[config.mk]
export PLATFORM = sky130hd
export DESIGN_NAME = debug_unit_bip
export DESIGN_NICKNAME = d
export VERILOG_FILES = /design/src/rtl/debug_unit_bip.sv
export SDC_FILE = /design/constraint.sdc
export NUM_CORES = 1
export LEC_CHECK = 0
export ABC_CLOCK_PERIOD_IN_PS = 2540
export CORE_UTILIZATION = 49
export CTS_CLUSTER_SIZE = 20
export DETAILED_ROUTE_END_ITERATION = 7
export GPL_ROUTABILITY_DRIVEN = 0
export PLACE_DENSITY = 0.74
export SLEW_MARGIN = 10
export SYNTH_ARGS = -nofsm -noshare
export SYNTH_HDL_FRONTEND = slang
export SYNTH_SLANG_ARGS = --single-unit
[constraint.sdc]
create_clock -name i_clock -period 2.54 [get_ports i_clock]
set_input_delay 0.508 -clock i_clock [delete_from_list [all_inputs] [get_ports i_clock]]
set_output_delay 0.508 -clock i_clock [all_outputs]
set_load 0.005 [all_outputs]
[src/rtl/debug_unit_bip.sv]
// Host command sequencer for the BIP I core: loads program memory from UART bytes,
// runs the core until HALT and reports PC, ACC and the enabled-cycle count back over UART.
module debug_unit_bip #(
    parameter int WIDTH_WORD  = 8,
    parameter int PC_WIDTH    = 11,
    parameter int INSTR_WIDTH = 16,
    parameter int DATA_WIDTH  = 16,
    parameter int CNT_WIDTH   = 16
) (
    input  logic                   i_clock,
    input  logic                   i_reset,
    input  logic                   i_rx_done,
    input  logic [WIDTH_WORD-1:0]  i_data_rx,
    input  logic                   i_tx_done,
    output logic                   o_tx_start,
    output logic [WIDTH_WORD-1:0]  o_data_tx,
    output logic                   o_wr_program,
    output logic [PC_WIDTH-1:0]    o_addr_program,
    output logic [INSTR_WIDTH-1:0] o_data_program,
    output logic                   o_cpu_reset,
    output logic                   o_cpu_enable,
    input  logic                   i_halt,
    input  logic [PC_WIDTH-1:0]    i_pc,
    input  logic [DATA_WIDTH-1:0]  i_acc,
    output logic [2:0]             o_state
);

    localparam int N_REPORT   = 6;
    localparam int REPORT_W   = N_REPORT * WIDTH_WORD;
    localparam int OPCODE_W   = 5;
    localparam logic [WIDTH_WORD-1:0] CMD_LOAD = 8'h01;
    localparam logic [WIDTH_WORD-1:0] CMD_RUN  = 8'h02;

    typedef enum logic [2:0] {
        ST_IDLE    = 3'd0,
        ST_LOAD_HI = 3'd1,
        ST_LOAD_LO = 3'd2,
        ST_WRITE   = 3'd3,
        ST_RUN_RST = 3'd4,
        ST_RUN     = 3'd5,
        ST_SEND    = 3'd6,
        ST_WAIT_TX = 3'd7
    } state_t;

    state_t                 state_reg;
    logic [PC_WIDTH-1:0]    addr_reg;
    logic [WIDTH_WORD-1:0]  instr_hi_reg;
    logic [INSTR_WIDTH-1:0] instr_reg;
    logic [CNT_WIDTH-1:0]   cnt_reg;
    logic [WIDTH_WORD-1:0]  tx_queue_reg [N_REPORT];
    logic [2:0]             tx_idx_reg;
    logic [2:0]             tx_len_reg;
    logic                   tx_start_reg;
    logic [WIDTH_WORD-1:0]  data_tx_reg;
    logic                   wr_program_reg;
    logic                   cpu_reset_reg;
    logic                   cpu_enable_reg;

    logic [CNT_WIDTH-1:0]   cnt_next;
    logic [REPORT_W-1:0]    report_vec;
    logic [WIDTH_WORD-1:0]  report_bytes [N_REPORT];
    logic                   halt_opcode;
    logic                   addr_full;
    logic [WIDTH_WORD-1:0]  ack_byte;

    // The reported count includes the halt cycle itself, so it is taken from cnt_next.
    assign cnt_next    = (&cnt_reg) ? cnt_reg : cnt_reg + 1'b1;
    assign report_vec  = {{(16 - PC_WIDTH){1'b0}}, i_pc, i_acc, cnt_next};
    assign halt_opcode = (instr_reg[INSTR_WIDTH-1 -: OPCODE_W] == '0);
    assign addr_full   = &addr_reg;
    assign ack_byte    = addr_reg[WIDTH_WORD-1:0] + 1'b1;

    generate
        for (genvar gi = 0; gi < N_REPORT; gi++) begin : g_report
            assign report_bytes[gi] = report_vec[(N_REPORT-1-gi)*WIDTH_WORD +: WIDTH_WORD];
        end
    endgenerate

    always_ff @(posedge i_clock) begin
        if (i_reset) begin
            state_reg      <= ST_IDLE;
            addr_reg       <= '0;
            instr_hi_reg   <= '0;
            instr_reg      <= '0;
            cnt_reg        <= '0;
            tx_idx_reg     <= '0;
            tx_len_reg     <= '0;
            tx_start_reg   <= 1'b0;
            data_tx_reg    <= '0;
            wr_program_reg <= 1'b0;
            cpu_reset_reg  <= 1'b0;
            cpu_enable_reg <= 1'b0;
            for (int i = 0; i < N_REPORT; i++) tx_queue_reg[i] <= '0;
        end else begin
            tx_start_reg   <= 1'b0;
            wr_program_reg <= 1'b0;
            cpu_reset_reg  <= 1'b0;
            case (state_reg)
                ST_IDLE: begin
                    if (i_rx_done) begin
                        if (i_data_rx == CMD_LOAD) begin
                            addr_reg  <= '0;
                            state_reg <= ST_LOAD_HI;
                        end else if (i_data_rx == CMD_RUN) begin
                            cpu_reset_reg <= 1'b1;
                            cnt_reg       <= '0;
                            state_reg     <= ST_RUN_RST;
                        end
                    end
                end
                ST_LOAD_HI: begin
                    if (i_rx_done) begin
                        instr_hi_reg <= i_data_rx;
                        state_reg    <= ST_LOAD_LO;
                    end
                end
                ST_LOAD_LO: begin
                    if (i_rx_done) begin
                        instr_reg      <= {instr_hi_reg, i_data_rx};
                        wr_program_reg <= 1'b1;
                        state_reg      <= ST_WRITE;
                    end
                end
                ST_WRITE: begin
                    // Hold at the top address: a full memory ends the load instead of wrapping.
                    if (!addr_full) addr_reg <= addr_reg + 1'b1;
                    if (halt_opcode || addr_full) begin
                        tx_queue_reg[0] <= ack_byte;
                        tx_len_reg      <= 3'd1;
                        tx_idx_reg      <= '0;
                        state_reg       <= ST_SEND;
                    end else begin
                        state_reg <= ST_LOAD_HI;
                    end
                end
                ST_RUN_RST: begin
                    cpu_enable_reg <= 1'b1;
                    state_reg      <= ST_RUN;
                end
                ST_RUN: begin
                    cnt_reg <= cnt_next;
                    if (i_halt) begin
                        cpu_enable_reg <= 1'b0;
                        for (int i = 0; i < N_REPORT; i++) tx_queue_reg[i] <= report_bytes[i];
                        tx_len_reg <= 3'(N_REPORT);
                        tx_idx_reg <= '0;
                        state_reg  <= ST_SEND;
                    end
                end
                ST_SEND: begin
                    data_tx_reg  <= tx_queue_reg[tx_idx_reg];
                    tx_start_reg <= 1'b1;
                    tx_idx_reg   <= tx_idx_reg + 1'b1;
                    state_reg    <= ST_WAIT_TX;
                end
                ST_WAIT_TX: begin
                    if (i_tx_done) state_reg <= (tx_idx_reg < tx_len_reg) ? ST_SEND : ST_IDLE;
                end
                default: state_reg <= ST_IDLE;
            endcase
        end
    end

    assign o_tx_start     = tx_start_reg;
    assign o_data_tx      = data_tx_reg;
    assign o_wr_program   = wr_program_reg;
    assign o_addr_program = addr_reg;
    assign o_data_program = instr_reg;
    assign o_cpu_reset    = cpu_reset_reg;
    assign o_cpu_enable   = cpu_enable_reg;
    assign o_state        = state_reg;

endmodule

# Yosys cells after proc, flatten, opt, wreduce, memory -nomap -nowiden
# Memories as Yosys holds them, arrays and structs flattened. A register that Yosys moved wholly into a read port is not among the register bits.
# Cells that the tools add are included.
[word_totals] register_bits=64 mem_bits_rw=48 input_bits=40 output_inout_bits=42 elab_cells=113 mem_count=1
[classes] addsub=4 n_lt_le_gt_ge=1 eq_ne=20 muxes=46 n_bitwise=10 n_reduce_logical=20
[memory_table] name="tx_queue_reg" words=6 word_bits=8 read_ports=1 rd_ports_with_merged_regs=1 write_ports=6 line="50" text="logic [WIDTH_WORD-1:0] tx_queue_reg [N_REPORT];"
[ops] op="16-bit two-way mux" count=4
[ops] op="8-bit two-way mux" count=7
[ops] op="3-bit two-way mux" count=12
[ops] op="11-bit two-way mux" count=3
[ops] op="16-bit one-hot mux with 2 select lines" count=1
[ops] op="3-bit one-hot mux with 8 select lines" count=1
[ops] op="11-bit one-hot mux with 2 select lines" count=1
[ops] op="2-bit != test, second input constant" count=10
[ops] op="16-bit by 1-bit adder with 16-bit output, second input constant" count=1
[ops] op="16-bit AND reduction" count=1
[ops] op="1-bit two-way mux" count=14
[ops] op="3-bit equality test, second input constant" count=4
[ops] op="11-bit by 1-bit adder with 11-bit output, second input constant" count=1
[ops] op="11-bit AND reduction" count=1
[ops] op="3-bit one-hot mux with 3 select lines" count=1
[ops] op="8-bit by 1-bit adder with 8-bit output, second input constant" count=1
[ops] op="8-bit by 1-bit equality test with 1-bit output, second input constant" count=1
[ops] op="8-bit by 2-bit equality test with 1-bit output, second input constant" count=1
[ops] op="4-bit AND reduction" count=2
[ops] op="2-bit nonzero test" count=4
[ops] op="1-bit bitwise OR" count=7
[ops] op="3-bit by 2-bit equality test with 1-bit output, second input constant" count=2
[ops] op="3-bit one-hot mux with 2 select lines" count=1
[ops] op="2-bit AND reduction" count=3
[ops] op="other kinds (14)" count=17

# Depth between registers and ports, before layout
[logic_depth] word_depth=8 mapped_depth=8 mapped_depth_nobuf=6

# Worst setup path before layout
# No wires, ideal clock.
[synth_path] kind="input to register" startpoint="input port i_halt" endpoint="memory tx_queue_reg[0][0] (data pin)" arrival_ns=2.280 t_required_ns=2.275 slack_ns=-0.005 cell_stages=6 path_cell_list="nor2b_1 -> nand3_1 -> nand2_1 -> or2_1 -> clkbuf_1 -> o21ai_0"
[synth_rtl] element="start, declared" line="22" text="input logic i_halt,"
[synth_rtl] element="end, declared" line="50"

==> results.py <==
metrics = {
    "die": {
        "start_util": 0.512,
        "rows": 38,
        "die_h_um": 110,
        "io_pins": 82,
        "dieArea_mm2": 0.0120,
        "core_mm2": 0.0111,
        "fp.dieW_um": 110,
    },
    "grt": {
        "antenna_found_initial": 0,
        "grt.overflow.total": 0,
        "grt_pass1_wl_um": 21400,
        "grt_max_degree": 42,
        "track_usage": 0.233,
        "grt_pass1_vias": 4480,
    },
    "outcome": {
        "run_status": "finished, final reports clean",
    },
    "timing": {
        "rsz0062_at_grt": "false",
        "tns_ns": 0,
        "fin_worst_skew_ns": 0.00997,
        "fin_crit_ns": 2.36,
        "final-max-slew-violation-count": 0,
        "setup_violations": 0,
        "worst_pin_slew_ns": 0.771,
        "fmax_ghz": 0.423,
        "slew-limit-headroom": 0.481,
        "hold_viol": 0,
        "post-route-period-util": 0.931,
    },
    "yosys": {
        "synth_edf_count": 48,
        "syn-cell-area_mm2": 0.00568,
        "yosysUniqueCellTypes": 61,
        "postSynthCellCount": 607,
        "avgSynthCellArea_um2": 9.35,
        "synth_top_area_frac": 0.254,
        "synth_common_cells": "nand2_1 (77), nor2_1 (72), dfxtp_1 (71), a21oi_1 (60), edfxtp_1 (48)",
        "synth_top_flop_cell": "dfxtp_1",
        "seq_area_frac_synth": 0.504,
        "ys_async_sr_fraction": 0,
        "ys_warn_count": 0,
        "synth_fp_nets": 652,
        "yosysMostFrequentCell": "nand2_1",
        "ys_top_cells_by_area": "edfxtp_1 (25%), dfxtp_1 (25%), a21oi_1 (5.3%)",
        "synth_largest_area_cell": "edfxtp_1",
        "ys_ff_latch": 119,
    },
    "job": {
        "maxCapViolCount": 0,
    },
    "min_path": {
        "min_to": "o_data_program[10]",
        "hold_path.class": "reg2reg",
        "hold_start": "instr_hi_reg[2]",
        "holdPathStages": 2,
    },
    "detailed_routing": {
        "wl_per_cell_um": 16.0,
        "drc_errors": 0,
        "first_pass_iters": 7,
        "viasPerCell": 5.63,
        "antenna_left": 0,
        "drt_iter0_markers": 305,
        "wl_um": 13500,
        "num_vias": 4760,
    },
    "layout": {
        "seqCellArea_mm2": 0.00286,
        "fillers": 895,
        "antennaDiodeCount": 0,
        "multiInputGateArea_mm2": 0.00262,
        "area_delta_synth_final_pct": 29.2,
        "largest_reg_flops": 48,
        "fin_nets": 737,
        "drive_above_1_share": 0.118,
        "final_area_mm2": 0.00733,
    },
    "power": {
        "sw_frac_of_total": 0.219,
        "powerDensity_mw_per_mm2": 659,
        "comb_power_share": 0.072,
        "power.internal_mw": 3.77,
        "p_switching_mw": 1.06,
        "seqPwrFrac": 0.430,
        "p_leak_nw": 2.56,
        "max-vdd-ir-drop_uv": 424,
        "clkPwrFrac": 0.498,
    },
    "worst_setup_path": {
        "worstSetupEndpointType": "flip-flop",
        "path_class": "reg2reg",
        "rr_worst_depth": 6,
        "critPathLaunchType": "flip-flop",
        "r2r_slack_ns": 0.18,
        "crit_arrival_ns": 2.58,
        "r2r-start": "cnt_reg[1]",
        "r2r_end": "tx_queue_reg[5][5]",
        "cp_max_fo": 12,
        "cp.required_ns": 2.76,
    },
    "clocking": {
        "tritoncts": "yes",
        "clock-sinks": 119,
        "clockBufferDepth": 2,
        "ctsHoldBuffers": 0,
        "numCtsBuffers": 17,
        "post_cts_buffers": 0,
        "root_buffer": "clkbuf_16",
        "worst_skew_pair.late_latency_ns": 0.41,
        "clkTransAtPathRegs_ns": 0.06,
        "ctsResizeCount": 0,
        "h-tree-depth": 4,
    },
    "placed_design": {
        "io_buffers": 81,
        "post-dp-hpwl_um": 9500,
        "post_dp_cell_area_mm2": 0.00671,
    },
}
logic make-up (layout without fill, tap and decap cells):
| family | Yosys count | after routing | share of synthesized area |
|---|---|---|---|
| buffers and inverters | 49 | 147 | 0.0337 |
| xor gates and xnor gates | 16 | 16 | 0.0247 |
| muxes | 19 | 19 | 0.0514 |
| and+or+nand+nor | 275 | 275 | 0.242 |
| AOI/OAI and AO/OA | 124 | 124 | 0.133 |
| adders and majority gates | 5 | 5 | 0.0110 |
| DFF | 119 | 119 | 0.504 |
critical path: stages, from the launching register on:
cell and delay, ns:
dfxtp_1 0.43, ha_1 0.31, nand4_1 0.12, or4_1 0.64, nor2b_1 0.30, nor2b_1 0.15, nor3_1 0.24
layout by cell type (no fill, tap or decap), drive strengths merged, types with 2 or more instances in the layout:
cell type       n
nand4b          2
a21o            2
clkbuf         25
nor2b           7
clkinvlp        2
nor2           73
edfxtp         48
clkdlybuf4s50  80
nor3b           2
nand3b          7
o21ai          18
nand4          11
mux4            8
or3             7
mux2i          10
o21bai          3
nand3          20
a22o            2
inv             6
xnor2           9
o311ai          2
clkinv          5
a22oi           2
nor4            4
xor2            7
or2             3
or4             5
nor3           14
dfxtp          71
nand2          77
nand2b          3
and3            8
and2           27
a211oi          9
nor4b           3
ha              5
o31ai           3
a31oi          12
a21oi          61
buf            29
area by class of cell:
class,instances,area share
Clock buffer,25,0.0776
Tap cell,140,0.0239
Clock inverter,7,0.00700
Timing Repair Buffer,109,0.140
Sequential cell,119,0.390
Inverter,6,0.00307
Multi-Input combinational cell,439,0.358
routing by layer:
layer	GRT usage	up-vias	routed length [um]
met5	0	-	0
met3	0.0498	8	733
met4	0.0810	0	91
met2	0.383	149	6570
li1	-	2356	-
met1	0.303	2247	6090
worst max path at each step:
stage / startpoint / to / slack [ns] / depth (start not counted)
CTS: cnt_reg[1] / tx_queue_reg[5][5] / 0.23 / 6
global route: o_addr_program[0] / o_addr_program[8] / 0.09 / 6
finish: cnt_reg[1] / tx_queue_reg[5][5] / 0.18 / 6
detailed placement: i_data_rx[7] / cnt_reg[4] / 0.09 / 8
global placement: i_data_rx[7] / cnt_reg[4] / 0.12 / 8
floorplan: i_halt / tx_queue_reg[0][0] / 0.37 / 6
stage by stage:
step	hold WS, ns	std cells	power, mW	worst slack (ns)	util
after CTS	0.456	845	4.85	0.226	0.662
after global placement	0.441	813	2.45	0.122	0.606
final	0.454	845	4.83	0.176	0.662
after floorplan	0.432	607	2.30	0.367	-
after global routing	0.470	845	4.98	0.0861	0.662
after detailed placement	0.448	813	2.46	0.0905	0.606
power by group through the flow:
stage | logic [mW] | clock network [mW] | registers (mW)
floorplan | 0.206 | 0 | 2.09
global placement | 0.340 | 0 | 2.11
detailed placement | 0.345 | 0 | 2.12
CTS | 0.350 | 2.43 | 2.08
global route | 0.380 | 2.51 | 2.08
finish | 0.350 | 2.41 | 2.08
No activity file was read; power rests on OpenSTA's default activity.
